`src/rtl/psram_arb_pkg.sv`:
```
// psram_arb_pkg: shared types and constants for the PSRAM two-master arbiter.
//   state_e  - transaction FSM states (IDLE/ISSUE/WAIT/RESP)
//   owner_e  - which master currently owns the PSRAM port
//   ADDR_W / DATA_W - bus widths, ABORT_DATA - read data returned on a watchdog abort
package psram_arb_pkg;

  localparam int ADDR_W = 24;
  localparam int DATA_W = 16;
  localparam logic [DATA_W-1:0] ABORT_DATA = 16'hDEAD;

  typedef enum logic [1:0] {
    IDLE  = 2'd0,
    ISSUE = 2'd1,
    WAIT  = 2'd2,
    RESP  = 2'd3
  } state_e;

  typedef enum logic {
    OWN_CPU = 1'b0,
    OWN_VID = 1'b1
  } owner_e;

  // The fetcher normally wins; the CPU wins when the fetcher is idle or when the
  // fetcher has used up its allowance of consecutive grants while the CPU waited.
  function automatic logic cpu_wins(input logic cpu_req, input logic vid_req,
                                    input logic streak_full);
    return cpu_req & (~vid_req | streak_full);
  endfunction

endpackage

```
`src/rtl/psram_arbiter_if.sv`:
```
// psram_arbiter_if: bundle of the CPU, display-fetcher and PSRAM-controller signals
// around the arbiter.
//   slave  modport - arbiter side (takes i_* in, drives o_*)
//   master modport - environment side (drives i_*, observes o_*)
interface psram_arbiter_if;

  logic                              i_cpu_req;
  logic                              i_cpu_we;
  logic [psram_arb_pkg::ADDR_W-1:0]  i_cpu_addr;
  logic [psram_arb_pkg::DATA_W-1:0]  i_cpu_wdata;
  logic                              o_cpu_gnt;
  logic                              o_cpu_done;
  logic [psram_arb_pkg::DATA_W-1:0]  o_cpu_rdata;

  logic                              i_vid_req;
  logic                              i_vid_we;
  logic [psram_arb_pkg::ADDR_W-1:0]  i_vid_addr;
  logic [psram_arb_pkg::DATA_W-1:0]  i_vid_wdata;
  logic                              o_vid_gnt;
  logic                              o_vid_done;
  logic [psram_arb_pkg::DATA_W-1:0]  o_vid_rdata;

  logic                              o_ps_stb;
  logic                              o_ps_we;
  logic [psram_arb_pkg::ADDR_W-1:0]  o_ps_addr;
  logic [psram_arb_pkg::DATA_W-1:0]  o_ps_din;
  logic                              i_ps_busy;
  logic                              i_ps_done;
  logic [psram_arb_pkg::DATA_W-1:0]  i_ps_dout;

  logic                              o_err;

  modport slave (
    input  i_cpu_req, i_cpu_we, i_cpu_addr, i_cpu_wdata,
    output o_cpu_gnt, o_cpu_done, o_cpu_rdata,
    input  i_vid_req, i_vid_we, i_vid_addr, i_vid_wdata,
    output o_vid_gnt, o_vid_done, o_vid_rdata,
    output o_ps_stb, o_ps_we, o_ps_addr, o_ps_din,
    input  i_ps_busy, i_ps_done, i_ps_dout,
    output o_err
  );

  modport master (
    output i_cpu_req, i_cpu_we, i_cpu_addr, i_cpu_wdata,
    input  o_cpu_gnt, o_cpu_done, o_cpu_rdata,
    output i_vid_req, i_vid_we, i_vid_addr, i_vid_wdata,
    input  o_vid_gnt, o_vid_done, o_vid_rdata,
    input  o_ps_stb, o_ps_we, o_ps_addr, o_ps_din,
    output i_ps_busy, i_ps_done, i_ps_dout,
    input  o_err
  );

endinterface

```
`src/rtl/psram_arb_watchdog.sv`:
```
// psram_arb_watchdog: counts cycles spent waiting for the PSRAM controller.
//   clk_100mhz, rstn_i - clock, asynchronous active-low reset
//   load_i   - clear the count (start of a transaction)
//   count_i  - advance the count by one this cycle
//   expire_o - registered; high once TIMEOUT-1 counted cycles have elapsed, so the
//              owner sees the abort on the TIMEOUT-th waiting cycle
module psram_arb_watchdog #(
  parameter int TIMEOUT = 255
) (
  input  logic clk_100mhz,
  input  logic rstn_i,
  input  logic load_i,
  input  logic count_i,
  output logic expire_o
);

  localparam int CNT_W = $clog2(TIMEOUT + 1);
  localparam logic [CNT_W-1:0] LIMIT = CNT_W'(TIMEOUT - 1);

  logic [CNT_W-1:0] cnt_q, cnt_d;
  logic             expire_q, expire_d;

  // Next count: clear on load, saturate at the limit, otherwise step when counting.
  always_comb begin
    if (load_i) begin
      cnt_d = {CNT_W{1'b0}};
    end else if (count_i && (cnt_q != LIMIT)) begin
      cnt_d = cnt_q + CNT_W'(1);
    end else begin
      cnt_d = cnt_q;
    end
    expire_d = (cnt_d == LIMIT);
  end

  // Count and expiry flags.
  always_ff @(posedge clk_100mhz or negedge rstn_i) begin
    if (!rstn_i) begin
      cnt_q    <= {CNT_W{1'b0}};
      expire_q <= 1'b0;
    end else begin
      cnt_q    <= cnt_d;
      expire_q <= expire_d;
    end
  end

  assign expire_o = expire_q;

endmodule

```
`src/rtl/psram_arbiter.sv`:
```
// psram_arbiter: shares one PSRAM controller port between the CPU and the display
// line fetcher, one whole transaction at a time.
//   clk_100mhz, rstn_i - clock, asynchronous active-low reset (shared with the controller)
//   bus (psram_arbiter_if.slave) - CPU and fetcher request/grant/done/data, PSRAM
//        strobe/operands/busy/done/data, and the o_err abort pulse
// The fetcher has priority; after MAX_BURST consecutive fetcher grants taken while
// the CPU was requesting, the CPU is granted next.
// Optional build macro PSRAM_ARB_TIMEOUT_EN: adds a watchdog that aborts a WAIT after
// TIMEOUT cycles, returning ABORT_DATA to the owner and pulsing o_err. Without it the
// wait is unbounded and o_err stays low.
module psram_arbiter
  import psram_arb_pkg::*;
#(
  parameter int MAX_BURST = 4,
  parameter int TIMEOUT   = 255
) (
  input  logic           clk_100mhz,
  input  logic           rstn_i,
  psram_arbiter_if.slave bus
);

  localparam logic [2:0] STREAK_MAX = 3'(MAX_BURST);

  state_e              state_q, state_d;
  owner_e              owner_q, owner_d;
  logic [2:0]          streak_q, streak_d;
  logic                cpu_gnt_q, cpu_gnt_d, vid_gnt_q, vid_gnt_d;
  logic                cpu_done_q, cpu_done_d, vid_done_q, vid_done_d;
  logic [DATA_W-1:0]   cpu_rdata_q, cpu_rdata_d, vid_rdata_q, vid_rdata_d;
  logic                ps_stb_q, ps_stb_d, ps_we_q, ps_we_d;
  logic [ADDR_W-1:0]   ps_addr_q, ps_addr_d;
  logic [DATA_W-1:0]   ps_din_q, ps_din_d;
  logic                err_q, err_d;
  logic                wd_load_s, wd_count_s, wd_expire_s;

  // Transaction FSM next-state, arbitration and response capture.
  always_comb begin
    state_d     = state_q;
    owner_d     = owner_q;
    streak_d    = streak_q;
    cpu_gnt_d   = cpu_gnt_q;
    vid_gnt_d   = vid_gnt_q;
    cpu_done_d  = 1'b0;
    vid_done_d  = 1'b0;
    cpu_rdata_d = cpu_rdata_q;
    vid_rdata_d = vid_rdata_q;
    ps_stb_d    = 1'b0;
    ps_we_d     = ps_we_q;
    ps_addr_d   = ps_addr_q;
    ps_din_d    = ps_din_q;
    err_d       = 1'b0;
    wd_load_s   = 1'b0;
    wd_count_s  = 1'b0;
    case (state_q)
      IDLE: begin
        if ((bus.i_cpu_req || bus.i_vid_req) && !bus.i_ps_busy) begin
          ps_stb_d = 1'b1;
          state_d  = ISSUE;
          if (cpu_wins(bus.i_cpu_req, bus.i_vid_req, streak_q >= STREAK_MAX)) begin
            owner_d   = OWN_CPU;
            cpu_gnt_d = 1'b1;
            ps_we_d   = bus.i_cpu_we;
            ps_addr_d = bus.i_cpu_addr;
            ps_din_d  = bus.i_cpu_wdata;
            streak_d  = 3'd0;
          end else begin
            owner_d   = OWN_VID;
            vid_gnt_d = 1'b1;
            ps_we_d   = bus.i_vid_we;
            ps_addr_d = bus.i_vid_addr;
            ps_din_d  = bus.i_vid_wdata;
            // Only grants taken at the CPU's expense count towards the streak.
            if (bus.i_cpu_req) begin
              streak_d = streak_q + 3'd1;
            end else begin
              streak_d = 3'd0;
            end
          end
        end else begin
          state_d = IDLE;
        end
      end
      ISSUE: begin
        wd_load_s = 1'b1;
        state_d   = WAIT;
      end
      WAIT: begin
        wd_count_s = 1'b1;
        if (bus.i_ps_done) begin
          state_d = RESP;
          if (owner_q == OWN_CPU) begin
            cpu_rdata_d = bus.i_ps_dout;
            cpu_done_d  = 1'b1;
          end else begin
            vid_rdata_d = bus.i_ps_dout;
            vid_done_d  = 1'b1;
          end
        end else if (wd_expire_s) begin
          state_d = RESP;
          err_d   = 1'b1;
          if (owner_q == OWN_CPU) begin
            cpu_rdata_d = ABORT_DATA;
            cpu_done_d  = 1'b1;
          end else begin
            vid_rdata_d = ABORT_DATA;
            vid_done_d  = 1'b1;
          end
        end else begin
          state_d = WAIT;
        end
      end
      RESP: begin
        cpu_gnt_d = 1'b0;
        vid_gnt_d = 1'b0;
        state_d   = IDLE;
      end
      default: begin
        cpu_gnt_d = 1'b0;
        vid_gnt_d = 1'b0;
        state_d   = IDLE;
      end
    endcase
  end

  // State and registered outputs.
  always_ff @(posedge clk_100mhz or negedge rstn_i) begin
    if (!rstn_i) begin
      state_q     <= IDLE;
      owner_q     <= OWN_CPU;
      streak_q    <= 3'd0;
      cpu_gnt_q   <= 1'b0;
      vid_gnt_q   <= 1'b0;
      cpu_done_q  <= 1'b0;
      vid_done_q  <= 1'b0;
      cpu_rdata_q <= 16'h0000;
      vid_rdata_q <= 16'h0000;
      ps_stb_q    <= 1'b0;
      ps_we_q     <= 1'b0;
      ps_addr_q   <= 24'h000000;
      ps_din_q    <= 16'h0000;
      err_q       <= 1'b0;
    end else begin
      state_q     <= state_d;
      owner_q     <= owner_d;
      streak_q    <= streak_d;
      cpu_gnt_q   <= cpu_gnt_d;
      vid_gnt_q   <= vid_gnt_d;
      cpu_done_q  <= cpu_done_d;
      vid_done_q  <= vid_done_d;
      cpu_rdata_q <= cpu_rdata_d;
      vid_rdata_q <= vid_rdata_d;
      ps_stb_q    <= ps_stb_d;
      ps_we_q     <= ps_we_d;
      ps_addr_q   <= ps_addr_d;
      ps_din_q    <= ps_din_d;
      err_q       <= err_d;
    end
  end

`ifdef PSRAM_ARB_TIMEOUT_EN
  psram_arb_watchdog #(
    .TIMEOUT(TIMEOUT)
  ) u_watchdog (
    .clk_100mhz(clk_100mhz),
    .rstn_i    (rstn_i),
    .load_i    (wd_load_s),
    .count_i   (wd_count_s),
    .expire_o  (wd_expire_s)
  );
`else
  // No watchdog: the wait never aborts, so err_q can never be set.
  logic [33:0] timeout_unused_s;
  assign wd_expire_s      = 1'b0;
  assign timeout_unused_s = {wd_load_s, wd_count_s, 32'(TIMEOUT)};
`endif

  assign bus.o_cpu_gnt   = cpu_gnt_q;
  assign bus.o_cpu_done  = cpu_done_q;
  assign bus.o_cpu_rdata = cpu_rdata_q;
  assign bus.o_vid_gnt   = vid_gnt_q;
  assign bus.o_vid_done  = vid_done_q;
  assign bus.o_vid_rdata = vid_rdata_q;
  assign bus.o_ps_stb    = ps_stb_q;
  assign bus.o_ps_we     = ps_we_q;
  assign bus.o_ps_addr   = ps_addr_q;
  assign bus.o_ps_din    = ps_din_q;
  assign bus.o_err       = err_q;

endmodule

```
`src/flat_wrapper.sv`:
```
// flat-port wrapper written by rule: the top's interface ports become plain ports
module psram_arbiter_flat import psram_arb_pkg::*;
#(
  parameter int MAX_BURST = 4,
  parameter int TIMEOUT   = 255
)
  (clk_100mhz, rstn_i, bus_i_cpu_req, bus_i_cpu_we, bus_i_cpu_addr, bus_i_cpu_wdata, bus_o_cpu_gnt, bus_o_cpu_done, bus_o_cpu_rdata, bus_i_vid_req, bus_i_vid_we, bus_i_vid_addr, bus_i_vid_wdata, bus_o_vid_gnt, bus_o_vid_done, bus_o_vid_rdata, bus_o_ps_stb, bus_o_ps_we, bus_o_ps_addr, bus_o_ps_din, bus_i_ps_busy, bus_i_ps_done, bus_i_ps_dout, bus_o_err);
  psram_arbiter_if bus_i ();
  input  logic clk_100mhz;
  input  logic rstn_i;
  input wire logic [$bits(bus_i.i_cpu_req)-1:0] bus_i_cpu_req;
  input wire logic [$bits(bus_i.i_cpu_we)-1:0] bus_i_cpu_we;
  input wire logic [$bits(bus_i.i_cpu_addr)-1:0] bus_i_cpu_addr;
  input wire logic [$bits(bus_i.i_cpu_wdata)-1:0] bus_i_cpu_wdata;
  output wire logic [$bits(bus_i.o_cpu_gnt)-1:0] bus_o_cpu_gnt;
  output wire logic [$bits(bus_i.o_cpu_done)-1:0] bus_o_cpu_done;
  output wire logic [$bits(bus_i.o_cpu_rdata)-1:0] bus_o_cpu_rdata;
  input wire logic [$bits(bus_i.i_vid_req)-1:0] bus_i_vid_req;
  input wire logic [$bits(bus_i.i_vid_we)-1:0] bus_i_vid_we;
  input wire logic [$bits(bus_i.i_vid_addr)-1:0] bus_i_vid_addr;
  input wire logic [$bits(bus_i.i_vid_wdata)-1:0] bus_i_vid_wdata;
  output wire logic [$bits(bus_i.o_vid_gnt)-1:0] bus_o_vid_gnt;
  output wire logic [$bits(bus_i.o_vid_done)-1:0] bus_o_vid_done;
  output wire logic [$bits(bus_i.o_vid_rdata)-1:0] bus_o_vid_rdata;
  output wire logic [$bits(bus_i.o_ps_stb)-1:0] bus_o_ps_stb;
  output wire logic [$bits(bus_i.o_ps_we)-1:0] bus_o_ps_we;
  output wire logic [$bits(bus_i.o_ps_addr)-1:0] bus_o_ps_addr;
  output wire logic [$bits(bus_i.o_ps_din)-1:0] bus_o_ps_din;
  input wire logic [$bits(bus_i.i_ps_busy)-1:0] bus_i_ps_busy;
  input wire logic [$bits(bus_i.i_ps_done)-1:0] bus_i_ps_done;
  input wire logic [$bits(bus_i.i_ps_dout)-1:0] bus_i_ps_dout;
  output wire logic [$bits(bus_i.o_err)-1:0] bus_o_err;
  assign bus_i.i_cpu_req = bus_i_cpu_req;
  assign bus_i.i_cpu_we = bus_i_cpu_we;
  assign bus_i.i_cpu_addr = bus_i_cpu_addr;
  assign bus_i.i_cpu_wdata = bus_i_cpu_wdata;
  assign bus_o_cpu_gnt = bus_i.o_cpu_gnt;
  assign bus_o_cpu_done = bus_i.o_cpu_done;
  assign bus_o_cpu_rdata = bus_i.o_cpu_rdata;
  assign bus_i.i_vid_req = bus_i_vid_req;
  assign bus_i.i_vid_we = bus_i_vid_we;
  assign bus_i.i_vid_addr = bus_i_vid_addr;
  assign bus_i.i_vid_wdata = bus_i_vid_wdata;
  assign bus_o_vid_gnt = bus_i.o_vid_gnt;
  assign bus_o_vid_done = bus_i.o_vid_done;
  assign bus_o_vid_rdata = bus_i.o_vid_rdata;
  assign bus_o_ps_stb = bus_i.o_ps_stb;
  assign bus_o_ps_we = bus_i.o_ps_we;
  assign bus_o_ps_addr = bus_i.o_ps_addr;
  assign bus_o_ps_din = bus_i.o_ps_din;
  assign bus_i.i_ps_busy = bus_i_ps_busy;
  assign bus_i.i_ps_done = bus_i_ps_done;
  assign bus_i.i_ps_dout = bus_i_ps_dout;
  assign bus_o_err = bus_i.o_err;
  psram_arbiter #(.MAX_BURST(MAX_BURST), .TIMEOUT(TIMEOUT)) u_core (.clk_100mhz(clk_100mhz), .rstn_i(rstn_i), .bus(bus_i));
endmodule
```
`config.mk`:
```
export PLATFORM = sky130hd
export DESIGN_NAME = psram_arbiter_flat
export DESIGN_NICKNAME = d
export VERILOG_FILES = /design/src/rtl/psram_arb_pkg.sv /design/src/rtl/psram_arbiter_if.sv /design/src/rtl/psram_arb_watchdog.sv /design/src/rtl/psram_arbiter.sv /design/src/flat_wrapper.sv
export SDC_FILE = /design/constraint.sdc
export NUM_CORES = 1
export LEC_CHECK = 0
export CAP_MARGIN = 10
export CORE_MARGIN = 4
export CORE_UTILIZATION = 41
export CTS_CLUSTER_SIZE = 40
export DETAILED_ROUTE_END_ITERATION = 8
export PLACE_DENSITY = 0.91
export SLEW_MARGIN = 25
export SYNTH_ARGS = -nofsm -noshare
export SYNTH_HDL_FRONTEND = slang
export SYNTH_HIERARCHICAL = 1
export SYNTH_SLANG_ARGS = --single-unit
```
`constraint.sdc`:
```
create_clock -name clk_100mhz -period 3.65 [get_ports clk_100mhz]
set_clock_uncertainty 0.1 [all_clocks]
set_input_delay 0.73 -clock clk_100mhz [delete_from_list [all_inputs] [get_ports clk_100mhz]]
set_output_delay 0.73 -clock clk_100mhz [all_outputs]
set_load 0.005 [all_outputs]
```
After elaboration in Yosys (flattened, before gate mapping)
Index checks and enable logic that the tools add are counted.

Flip-flop bits (word level): 84. Bits of input ports: 104. Output and inout bits: 79.

$add $sub $neg: 1. Magnitude comparators: 1. Equality and inequality tests: 6. Muxes and demuxes: 23. Bitwise gates (word level): 4. Reduce and logical (&&, ||, !) cells: 10.

Operators by type and width (count): 24-bit 2-to-1 mux (1); 1-bit 2-to-1 mux (16); 16-bit 2-to-1 mux (1); 3-bit AND reduction (4); 2-bit case mux with 4 select lines (1); 3-bit 2-to-1 mux (2); 2-bit equality test (second input constant) (2); 2-bit by 1-bit != test with 1-bit output (second input constant) (2); 1-bit case mux with 2 select lines (2); 3-bit by 1-bit adder with 3-bit output (second input constant) (1); 3-bit >= comparator (second input constant) (1); 2-bit by 1-bit equality test with 1-bit output (second input constant) (1); 2-bit logical NOT (1); 2-bit != test (second input constant) (1); 1-bit inverter (2); 2-bit AND reduction (1); 2-bit nonzero test (1); 1-bit bitwise AND (1); 1-bit logical AND (1); 1-bit logical NOT (1); 1-bit logical OR (1); 1-bit bitwise OR (1).

Logic depth before layout (Yosys ltp)
Depth after elaboration: 6. Depth in mapped cells: 7.

Worst setup path after synthesis
Ideal clock, no wire load.

Path kind: input-to-reg. From: input bus_i_ps_done. To: register u_core.cpu_rdata_q[10] (netlist: u_core/bus.o_cpu_rdata[10]). Setup time: 0.125 ns. Arrival: 1.590 ns. Required time: 3.425 ns. Setup slack: 1.835 ns. Stages on the path: 5. Path buffers: 2. Path through: nand2_1 -> or2_1 -> buf_2 -> buf_2 -> mux2_2.

Cells in the longest elaborated chain, start to end: 1.

Ends and longest elaborated chain: start: declaration (RTL line flat_wrapper.sv:30) `input wire logic [$bits(bus_i.i_ps_done)-1:0] bus_i_ps_done;`; 3-bit AND reduction (no line); end signal: assignment (RTL line psram_arbiter.sv:150) `cpu_rdata_q <= cpu_rdata_d;`; end: declaration (RTL line psram_arbiter.sv:29) `logic [DATA_W-1:0] cpu_rdata_q, cpu_rdata_d, vid_rdata_q, vid_rdata_d;`.

No other way between the ends. A chain may end at the register's enable or synchronous reset.

Worst setup path after layout
From: input bus_i_vid_req. To: register u_core.ps_addr_q[11] (netlist: u_core/bus.o_ps_addr[11]).

Cells in the longest elaborated chain, start to end: 4. Elaborated cells between the ends (all ways): 7.

Ends and longest elaborated chain: start: declaration (RTL line flat_wrapper.sv:18) `input wire logic [$bits(bus_i.i_vid_req)-1:0] bus_i_vid_req;`; 1-bit inverter (RTL line psram_arb_pkg.sv:27) `return cpu_req & (~vid_req | streak_full);`; 1-bit bitwise OR (RTL line psram_arb_pkg.sv:27); 1-bit bitwise AND (RTL line psram_arb_pkg.sv:27); 24-bit 2-to-1 mux (RTL line psram_arbiter.sv:59) `if (cpu_wins(bus.i_cpu_req, bus.i_vid_req, streak_q >= STREAK_MAX)) begin`; end signal: assignment (RTL line psram_arbiter.sv:154) `ps_addr_q <= ps_addr_d;`; end: declaration (RTL line psram_arbiter.sv:31) `logic [ADDR_W-1:0] ps_addr_q, ps_addr_d;`.

Several ways; a longest one is shown, not always the timed one.

==> flow_metrics.env <==
export IMPL_synthMostInstantiatedCell="dfrtp_1"
export IMPL_clock_latency_ns=0.34
export IMPL_cts_sinks=84
export IMPL_worstMarginPinSlew_ns=0.853
export IMPL_crit_type="in2reg"
export IMPL_rsz0062_at_grt="no"
export IMPL_drt_iter0_markers=85
export IMPL_netSwitchingFraction_pct=28.9
export IMPL_fp_dieH_um=102
export IMPL_crit_slowest_cell="clkdlybuf4s50_1"
export IMPL_antenna_found_initial=0
export IMPL_grt_max_degree=85
export IMPL_fin_crit_sh_pct=64.1
export IMPL_synth_top_family_by_area="multiplexers"
export IMPL_leakage_nw=2.55
export IMPL_place_area_um2=5460
export IMPL_endpoint_kind="flip-flop"
export IMPL_yosysTopAreaCell="dfrtp_1"
export IMPL_synth_xor_area_share_pct=0
export IMPL_yosys_area_share_simple_pct=6.16
export IMPL_synth_main_ff_cell="dfrtp_1"
export IMPL_internal_power_mw=2.94
export IMPL_synth_area_mux_share_pct=21.8
export IMPL_cts_buffers_inserted=9
export IMPL_cts_max_level=3
export IMPL_grt_total_usage_pct=17.5
export IMPL_power_total_mw=4.13
export IMPL_die_area_um2=10400
export IMPL_p_clk_share_pct=18.4
export IMPL_crit_path_cell_trace="clkdlybuf4s50_1 -> and2b_1 -> nand2b_2 -> buf_12 -> mux2i_1 -> a21oi_1"
export IMPL_mappedNetlistArea_um2=3630
export IMPL_num_rows=34
export IMPL_dp_cells=570
export IMPL_clk_path_buf_depth=2
export IMPL_switchingPower_mw=1.19
export IMPL_detail_route_antenna_nets=0
export IMPL_yosysWarnings=6
export IMPL_gp_congestion=0.782
export IMPL_die_w_um=102
export IMPL_numPortBuffers=181
export IMPL_layout_drive_gt1_share_pct=11.7
export IMPL_design_area_um2=5700
export IMPL_cp_arrival_ns=2.44
export IMPL_peakVddDrop_v=0.000430
export IMPL_async_flop_share_pct=100
export IMPL_wl_mm=9.43
export IMPL_synth_edf_count=0
export IMPL_fin_crit_ns=2.34
export IMPL_synth_commonest_cells="dfrtp_1, a21oi_1, mux2i_1, nor2_1, mux2_2"
export IMPL_areaGrowthSynthToFinish_pct=56.9
export IMPL_slew_violations=0
export IMPL_yosysSeqAreaShare_pct=57.9
export IMPL_ios=183
export IMPL_syn_inst=297
export IMPL_cts_resized_gates=0
export IMPL_cp_slowest_stage_delay_ns=0.47
export IMPL_crit_fanout=32
export IMPL_cp_required_ns=3.75
export IMPL_max_freq_mhz=427
export IMPL_yosysTopAreaCellShare_pct=57.9
export IMPL_post_cts_buffers=0
export IMPL_yosys_register_bits=84
export IMPL_clk_pin_slew_worst_paths_ns=0.09
export IMPL_grt_pass1_vias=2989
export IMPL_root_buffer="clkbuf_8"
export IMPL_fin_nets=582
export IMPL_synth_compound_gate_area_share_pct=7.27
export IMPL_p_comb_share_pct=42.6
export IMPL_yosysUniqueCellTypes=24
export IMPL_vias_per_cell=4.92
export IMPL_tns_ns=0
export IMPL_dr_pass1_iters=6
export IMPL_crit_path_start_kind="input pin"
export IMPL_fill_cells=658
export IMPL_grt_first_pass_wirelength_mm=14.3
export IMPL_syn_area_per_cell_um2=12.2
export IMPL_finalHoldViolations=0
export IMPL_finalSetupViolations=0
export IMPL_synth_nets=406
export IMPL_n_antenna_cell=0
export IMPL_tritoncts="built"
export IMPL_power_frac_seq_pct=39.0
export IMPL_utilization_pct=65.7
export IMPL_worstHoldPathType="in2async"
export IMPL_fp_coreArea_um2=8680
export IMPL_status="finished clean"
export IMPL_slew_headroom_pct=43.0
export IMPL_postCtsHoldBufs=0
export IMPL_power_per_cell_area_nw_per_um2=724
export IMPL_drc_errors=0
export IMPL_dp_hpwl_mm=7.20
export IMPL_synth_adder_area_share_pct=1.72
export IMPL_wl_per_cell_um=16.1
export IMPL_max_cap_viol_count=0
export IMPL_initial_core_util_pct=41.9
export IMPL_vias=2884
export IMPL_grt_ovfl_total=0
export IMPL_synth_top_cells_by_area="dfrtp_1, mux2i_1, mux2_2"
export IMPL_stdcell_count=586
[logic make-up after synthesis]
family          after synthesis
buf+inv                      27
fa+ha+maj                     5
compound gates               51
mux                          75
flops                        84
simple gates                 54
other cells                   1
[layout by cell type, fill, tap and decap left out, types with 2 or more instances in the layout]
cell,instances
nand3_1,2
mux2_2,33
clkdlybuf4s50_1,180
nor2_1,42
a21oi_1,43
bufinv_16,2
inv_1,8
dfrtp_1,84
nand2_1,3
o22ai_1,2
clkbuf_8,11
o21ai_0,4
buf_4,2
mux2i_1,42
ha_1,5
[final timing paths]
| kind | slack [ns] | depth (start not counted) | endpoint | from |
|---|---|---|---|---|
| worst min register to register | 0.38 | 1 | u_core/streak_q[0] | u_core/streak_q[0] |
| worst max-delay path | 1.31 | 6 | u_core/bus.o_ps_addr[11] | bus_i_vid_req |
| worst max register to register | 1.64 | 4 | u_core/bus.o_vid_rdata[14] | u_core/state_q[0] |
| min in group clk_100mhz | 0.38 | 1 | u_core/streak_q[0] | u_core/streak_q[0] |
| worst min-delay path | 0.31 | 1 | u_core/bus.o_ps_addr[8] | rstn_i |
| max in group asynchronous | 2.58 | 1 | u_core/bus.o_cpu_rdata[6] | rstn_i |
[metrics by stage]
stage	worst slack, ns	hold slack (ns)
floorplan	1.84	0.334
global placement	0.970	0.370
detailed placement	0.939	0.376
CTS	1.31	0.389
global route	1.19	0.372
finish	1.31	0.311
[worst max-delay path: cells and delay by family]
family                 cells  cell delay (ns)
buffers and inverters      2             0.77
AND/OR/NAND/NOR            2             0.58
multiplexers               1             0.25
AO/OA/AOI/OAI              1             0.09
[registers in the layout (all words and copies together), names as in the netlist, 2 cells and up]
signal,cells
u_core/bus.o_cpu_rdata,16
u_core/bus.o_ps_addr,24
u_core/bus.o_vid_rdata,16
u_core/state_q,2
u_core/streak_q,3
u_core/bus.o_ps_din,16
[cell type report]
type / instances / area [µm²] / area share, %
clock inverters: 5 / 82.6 / 1.45
well taps: 108 / 135 / 2.37
flip-flops and latches: 84 / 2100 / 36.9
repair buffers: 184 / 1850 / 32.4
multi-input cells: 186 / 1350 / 23.7
inverters: 8 / 30.0 / 0.527
clock buffers: 11 / 151 / 2.66
[routing by layer]
layer / share of wire, % / wire length [µm] / global-route usage (%) / up-vias
met3: 13 / 1210 / 7.92 / 6
li1: - / - / - / 1368
met5: 0 / 0 / 0 / -
met4: 1.0 / 94 / 5.15 / 0
met1: 38 / 3550 / 19.7 / 1381
met2: 48 / 4570 / 30.1 / 129
[power groups by stage]
stage               Sequential (mW)  Clock [mW]  Combinational (mW)
floorplan                      1.64           0               0.648
global placement               1.60           0                1.73
detailed placement             1.63           0                1.78
CTS                            1.62       0.778                1.79
global route                   1.67       0.819                1.92
finish                         1.61       0.758                1.76
Note: power is estimated with default switching activity, not from simulation.
